==> src/rtl/shift_right_iter.sv <==
// rtl/shift_right_iter.sv - iterative 32-bit right shifter, one log-shifter stage per cycle
module shift_right_iter (
    input  logic        clock,
    input  logic        resetn,
    input  logic        start,
    input  logic [31:0] data_in,
    input  logic [4:0]  shamt,
    input  logic        arith,
    output logic        in_ready,
    output logic        busy,
    output logic        out_valid,
    input  logic        out_ready,
    output logic [31:0] data_out
);

    typedef enum logic [1:0] {
        IDLE  = 2'd0,
        SHIFT = 2'd1,
        DONE  = 2'd2
    } state_t;

    state_t      state_q;
    logic [31:0] work_q;
    logic [31:0] work_d;
    logic        sign_q;
    logic [4:0]  shamt_q;
    logic        arith_q;
    logic [2:0]  stage_q;
    logic [31:0] data_out_q;
    logic        in_ready_q;
    logic        busy_q;
    logic        out_valid_q;

    logic        fill;
    logic [4:0]  stage_amt;
    logic [31:0] stage_shifted;

    // One shifter stage: shift by 2^stage when that shamt bit is set. Fill
    // comes from the sign of the original operand, not the working value.
    always_comb begin
        fill          = arith_q & sign_q;
        stage_amt     = 5'd1 << stage_q;
        stage_shifted = (work_q >> stage_amt)
                      | (fill ? ~(32'hFFFF_FFFF >> stage_amt) : 32'h0);
        work_d        = shamt_q[stage_q] ? stage_shifted : work_q;
    end

    // Control FSM with registered handshake flags; data_out only loads the final stage.
    always_ff @(posedge clock or negedge resetn) begin
        if (!resetn) begin
            state_q     <= IDLE;
            work_q      <= 32'h0;
            sign_q      <= 1'b0;
            shamt_q     <= 5'h0;
            arith_q     <= 1'b0;
            stage_q     <= 3'h0;
            data_out_q  <= 32'h0;
            in_ready_q  <= 1'b1;
            busy_q      <= 1'b0;
            out_valid_q <= 1'b0;
        end else begin
            case (state_q)
                IDLE: begin
                    if (start) begin
                        work_q     <= data_in;
                        sign_q     <= data_in[31];
                        shamt_q    <= shamt;
                        arith_q    <= arith;
                        stage_q    <= 3'h0;
                        state_q    <= SHIFT;
                        in_ready_q <= 1'b0;
                        busy_q     <= 1'b1;
                    end
                end
                SHIFT: begin
                    work_q <= work_d;
                    if (stage_q == 3'd4) begin
                        data_out_q  <= work_d;
                        state_q     <= DONE;
                        busy_q      <= 1'b0;
                        out_valid_q <= 1'b1;
                    end else begin
                        stage_q <= stage_q + 3'd1;
                    end
                end
                DONE: begin
                    // Leaving DONE never accepts; in_ready rises on this edge so
                    // the earliest accept is the following edge.
                    if (out_ready) begin
                        state_q     <= IDLE;
                        out_valid_q <= 1'b0;
                        in_ready_q  <= 1'b1;
                    end
                end
                default: begin
                    state_q     <= IDLE;
                    in_ready_q  <= 1'b1;
                    busy_q      <= 1'b0;
                    out_valid_q <= 1'b0;
                end
            endcase
        end
    end

    assign in_ready  = in_ready_q;
    assign busy      = busy_q;
    assign out_valid = out_valid_q;
    assign data_out  = data_out_q;

endmodule

==> config.mk <==
export PLATFORM = sky130hd
export DESIGN_NAME = shift_right_iter
export DESIGN_NICKNAME = d
export VERILOG_FILES = /design/src/rtl/shift_right_iter.sv
export SDC_FILE = /design/constraint.sdc
export NUM_CORES = 1
export LEC_CHECK = 0
export CORE_AREA = 2 2 149 151
export CTS_BUF_LIST = sky130_fd_sc_hd__clkbuf_16
export CTS_CLUSTER_SIZE = 25
export DETAILED_ROUTE_END_ITERATION = 7
export DIE_AREA = 0 0 151 153
export GPL_TIMING_DRIVEN = 0
export PLACE_DENSITY = 0.56
export SYNTH_ARGS = -nofsm -noshare
export SYNTH_HDL_FRONTEND = slang
export SYNTH_SLANG_ARGS = --single-unit
==> constraint.sdc <==
create_clock -name clock -period 3.8 [get_ports clock]
set_clock_uncertainty 0.15 [all_clocks]
set_input_delay 0.76 -clock clock [delete_from_list [all_inputs] [get_ports clock]]
set_output_delay 0.76 -clock clock [all_outputs]
set_load 0.01 [all_outputs]
======== Yosys cells after proc, flatten, opt, wreduce, memory -nomap -nowiden ========
Index checks and enable logic that the tools add are counted.
word-level totals
  bits in registers ....................... 79
  input port bits ......................... 42
  word-level logic and storage cells ...... 60
  output and inout port bits .............. 35
cells by class
  bitwise gates (word level) .............. 6
  reductions and logical operators ........ 10
  shift-type cells ........................ 3
  add/subtract/negate cells ............... 1
  magnitude comparators ................... 1
  equal/unequal tests ..................... 7
  mux-type cells .......................... 22
operator list
  kind                     number
  $mux W32                 3
  $pmux W32 S2             1
  $not A32 Y32             1
  $or A32 B32 Y32          1
  $shr A32 B5 Y32          1
  $shr A32 B5 Y32 const A  1
  $reduce_and A3 Y1        5
  $pmux W1 S3              3
  $ne A2 B2 Y1 const B     4
  $mux W1                  7
  $mux W2                  3
  $mux W3                  2
  $pmux W2 S3              1
  $pmux W3 S2              1
  $reduce_and A2 Y1        3
  $shl A1 B3 Y5 const A    1
  $lt A3 B4 Y1 const B     1
  $add A3 B1 Y3 const B    1
  $bmux W1 S3              1
  $eq A3 B3 Y1 const B     1
  $not A1 Y1               3
  $eq A2 B1 Y1 const B     1
  $eq A2 B2 Y1 const B     1
  $logic_not A2 Y1         1
  other kinds (2)          2

======== Depth between registers and ports, before layout ========
  depth after elaboration ................. 7
  gate-level depth with buffers ........... 13
  mapped depth without buffers ............ 8

======== Worst setup path before layout ========
Ideal clock, no wire load.
  path type ............................... register to register
  from .................................... reg stage_q[2]
  to ...................................... reg work_q[0]
  library setup time ...................... 0.137 ns
  period minus slack after synthesis ...... 2.668 ns
  path buffers ............................ 4
  arrival time ............................ 2.381 ns
  required time ........................... 3.513 ns
  stages on the path, launching flop included .. 13
  setup slack ............................. 1.132 ns
  cells stage by stage .................... dfrtp_1 buf_6 buf_8 inv_2 clkbuf_1 ha_1 clkbuf_1 nor2_1 a21oi_2 o32ai_1 a211o_1 a211oi_1 a21oi_1
on the way
  cells in the longest elaborated chain, start to end .. 7
  elaborated cells on any way between the ends .. 10
  those cells by class .................... shift (3); mux (5); bitwise (2)
ends and longest elaborated chain
  element                 RTL line  RTL
  from (decl)             28        logic [2:0] stage_q;
  from (signal assigned)  83        stage_q <= stage_q + 3'd1;
  $shl A1 B3 Y5           42        stage_amt = 5'd1 << stage_q;
  $shr A32 B5 Y32         44        | (fill ? ~(32'hFFFF_FFFF >> stage_amt) : 32'h0);
  $not A32 Y32            44
  $mux W32                44
  $or A32 B32 Y32         44
  $mux W32 (*)            45        work_d = shamt_q[stage_q] ? stage_shifted : work_q;
  $pmux W32 S2 (*)        62        case (state_q)
  to (signal assigned)    65        work_q <= data_in;
  to (signal assigned)    76        work_q <= work_d;
  to (decl)               23        logic [31:0] work_q;
Every way passes the cells marked *; elsewhere a longest branch is shown, timed or not. The select of a mux whose other input is x is not followed.
A chain may end at the register's enable or synchronous reset.

======== Final worst setup path ========
  from .................................... reg stage_q[2]
  to ...................................... reg work_q[3]
Same word-level chain as after synthesis.

==> reports/results.ini <==
[run_status]
status = completed

[floorplan]
die_h_um = 153
core-area_sq_um = 21500
die_area_sq_um = 23100
initial_core_util_pct = 29.5
pin_count = 77
rows = 54
dieWidth_um = 151

[timing]
rsz0062_at_grt = no
fin_hold_ws_ns = 0.211
max_freq_ghz = 0.271
setup_viol = 0
worst_pin_slew_ns = 0.932
layout_min_cycle_time_ns = 3.69
hold_viol = 0
post-route-period-util_pct = 97.1
final.setup.tns_ns = 0
slew_viol_final = 0
relSlewSlack_pct = 37.6

[logic_synthesis]
synth-compound-area-share_pct = 31.2
synthDistinctLibCells = 82
synth_edf_count = 0
synthAdderAreaFrac_pct = 0.986
synthCells = 761
yosys.area_share.simple_pct = 18.5
synthMuxAreaShare_pct = 10.3
async_flop_share_pct = 100
synthesis.area_sq_um = 6350
synth_top_family_by_area = compound AO/OA/AOI/OAI gates
synth-xor-area-share_pct = 0
ys_ff_latch = 79
synth-main-ff-cell = dfrtp_1
ys_warn_count = 0
avgSynthCellArea_sq_um = 8.34
ys_seq_area_share_pct = 31.2
syn_nets = 808

[critical_path]
worst-setup-path-type = register to register
cp-start-kind = register
cp_max_fo = 16
crit_required_ns = 3.86
endpoint_kind = register
critical_path_arrival_ns = 3.75

[grt]
antenna_found_initial = 0
grt_start_max_net_pins = 48
grt_pass1_wl_um = 44900
gr-total-overflow = 0
grt_pass1_vias = 6635
grt_usage_pct = 26.4

[clock_network]
htree_levels = 3
insertion_delay_ns = 0.36
numCtsBuffers = 9
path_clk_slew_ns = 0.07
ctsRootBufferMaster = clkbuf_16
cts_buffer_depth = 2
tritoncts = built
cts_sinks = 79

[final_layout]
most-common-layout-cells = 93 x nand2_1, 78 x dfrtp_1, 75 x clkdlybuf4s50_1
n_antenna_cell = 0
area.growth.synth_to_final_pct = 22.6
seq_area_sq_um = 1980
utilization_pct = 36.2
nNetsFinal = 895
final_design_area_no_fill_sq_um = 7780
fill_cells = 2300
drive_gt1_share_pct = 9.85
final_common_cell = nand2_1
multi_input_area_sq_um = 3870

[routing]
ant_nets = 0
routed_wl_um = 30300
drt-vias-per-instance = 6.05
met3_length_um = 2380
top_layer_used = met4
routedLengthMet1_um = 13600
routed-via-count = 6852
detail_route.wl_per_cell_um = 26.7
first_pass_iters = 7
wl_met2_um = 12900
drc = 0
drt_iter0_markers = 804

[pwr]
power.total_w = 0.00911
p_per_area_nw_per_um2 = 1170
leakage_nw = 3.01
vdd_drop_max_uv = 368

[placed_design]
dp_hpwl_um = 22800
gp_congestion = 0.984
placed_area_sq_um = 7480
io_buffers = 76

[min_path]
hp-class = input pin to asynchronous set/reset pin

[job]
drv_cap = 0

## repair_timing
action | CTS | global route
hold buffers | 0 | 0
resized for setup | 0 | 0
buffers inserted | 0 | 0
setup endpoints to repair | 19 | 0
## synth_stat cells (6+ instances only)
master     count  area share (%)
buf_6          8             1.4
o2111ai_1      6            0.83
nand2_1       93             5.5
nand3_1       15             1.2
nor2b_1        8            0.79
inv_1         12            0.71
a211oi_1      10             1.2
a21oi_1       43             3.4
buf_2         12            0.95
dfrtp_1       78              31
nor2_1        59             3.5
nor3_1         8            0.63
o21ai_0       54             4.3
nand2b_1      11             1.1
o32ai_1        8             1.1
clkbuf_1      47             2.8
buf_1          8            0.47
o21ai_1       14             1.1
a22o_1         6            0.83
o22ai_1       43             4.2
buf_4          6            0.71
o221ai_1       6            0.83
mux2i_1       47             7.4
o22a_1        24             3.3
a22oi_1       15             1.8
## kinds of logic after synthesis
family,after synthesis
flops,79
fa+ha+maj,5
buf+inv,98
compound gates,283
simple gates,239
mux,57
## metal layers
layer  track usage (%)  vias to the layer above
met2              38.6                      390
met1              38.3                     3356
met5                 0                        -
li1                  -                     3028
met4              11.3                        0
met3              4.36                       78
## area by class of cell
cell class              instances  area share [%]
clock inverters                 7            1.03
multi-input cells             584            49.7
repair buffers                 77            10.1
clock buffers                   9            2.89
plain buffers                  84            5.75
well taps                     280            4.50
inverters                      13           0.627
flip-flops and latches         79            25.4
## stage by stage
stage | std cells | setup slack, ns
final | 1133 | 0.112
after global routing | 1133 | 0.0310
after CTS | 1133 | 0.201
after detailed placement | 1118 | -0.256
after global placement | 1117 | -1.37
after floorplan | 761 | 1.13
## critical path, stage by stage (launching register included)
cell and delay (ns):
dfrtp_1 0.38, buf_6 0.15, buf_8 0.15, inv_2 0.34, ha_1 0.22, clkbuf_1 0.41, a21o_1 0.23, clkbuf_1 0.59
o22ai_1 0.19, nor4_1 0.58, a21oi_1 0.14
## sequential cells by signal, summed over array words and instances (netlist names)
name,cells
data_out,32
work_q,32
shamt_q,5
stage_q,3
state_q,2
arith_q,1
busy,1
in_ready,1
out_valid,1
sign_q,1
## path summary, 6_finish.rpt
| check | startpoint | endpoint | slack [ns] | cells after the start |
|---|---|---|---|---|
| min in group clock | data_out[14]$_DFFE_PN0P_ | data_out[14]$_DFFE_PN0P_ | 0.33 | 2 |
| max in group asynchronous | resetn | in_ready$_DFFE_PN1P_ | 2.65 | 2 |
| worst min-delay path | resetn | work_q[26]$_DFFE_PN0P_ | 0.21 | 1 |
| worst max-delay path | stage_q[2]$_DFFE_PN0P_ | work_q[3]$_DFFE_PN0P_ | 0.11 | 10 |
| worst max register to register | stage_q[2]$_DFFE_PN0P_ | work_q[3]$_DFFE_PN0P_ | 0.11 | 10 |
| worst min register to register | data_out[14]$_DFFE_PN0P_ | data_out[14]$_DFFE_PN0P_ | 0.33 | 2 |
## power breakdown
group / switching [W] / leakage (nW) / internal [W] / total (W)
Sequential: 0.000304 / 0.924 / 0.00125 / 0.00156
Combinational: 0.00429 / 1.94 / 0.00235 / 0.00664
Clock: 0.000399 / 0.150 / 0.000518 / 0.000916
No activity file was read; power rests on OpenSTA's default activity.
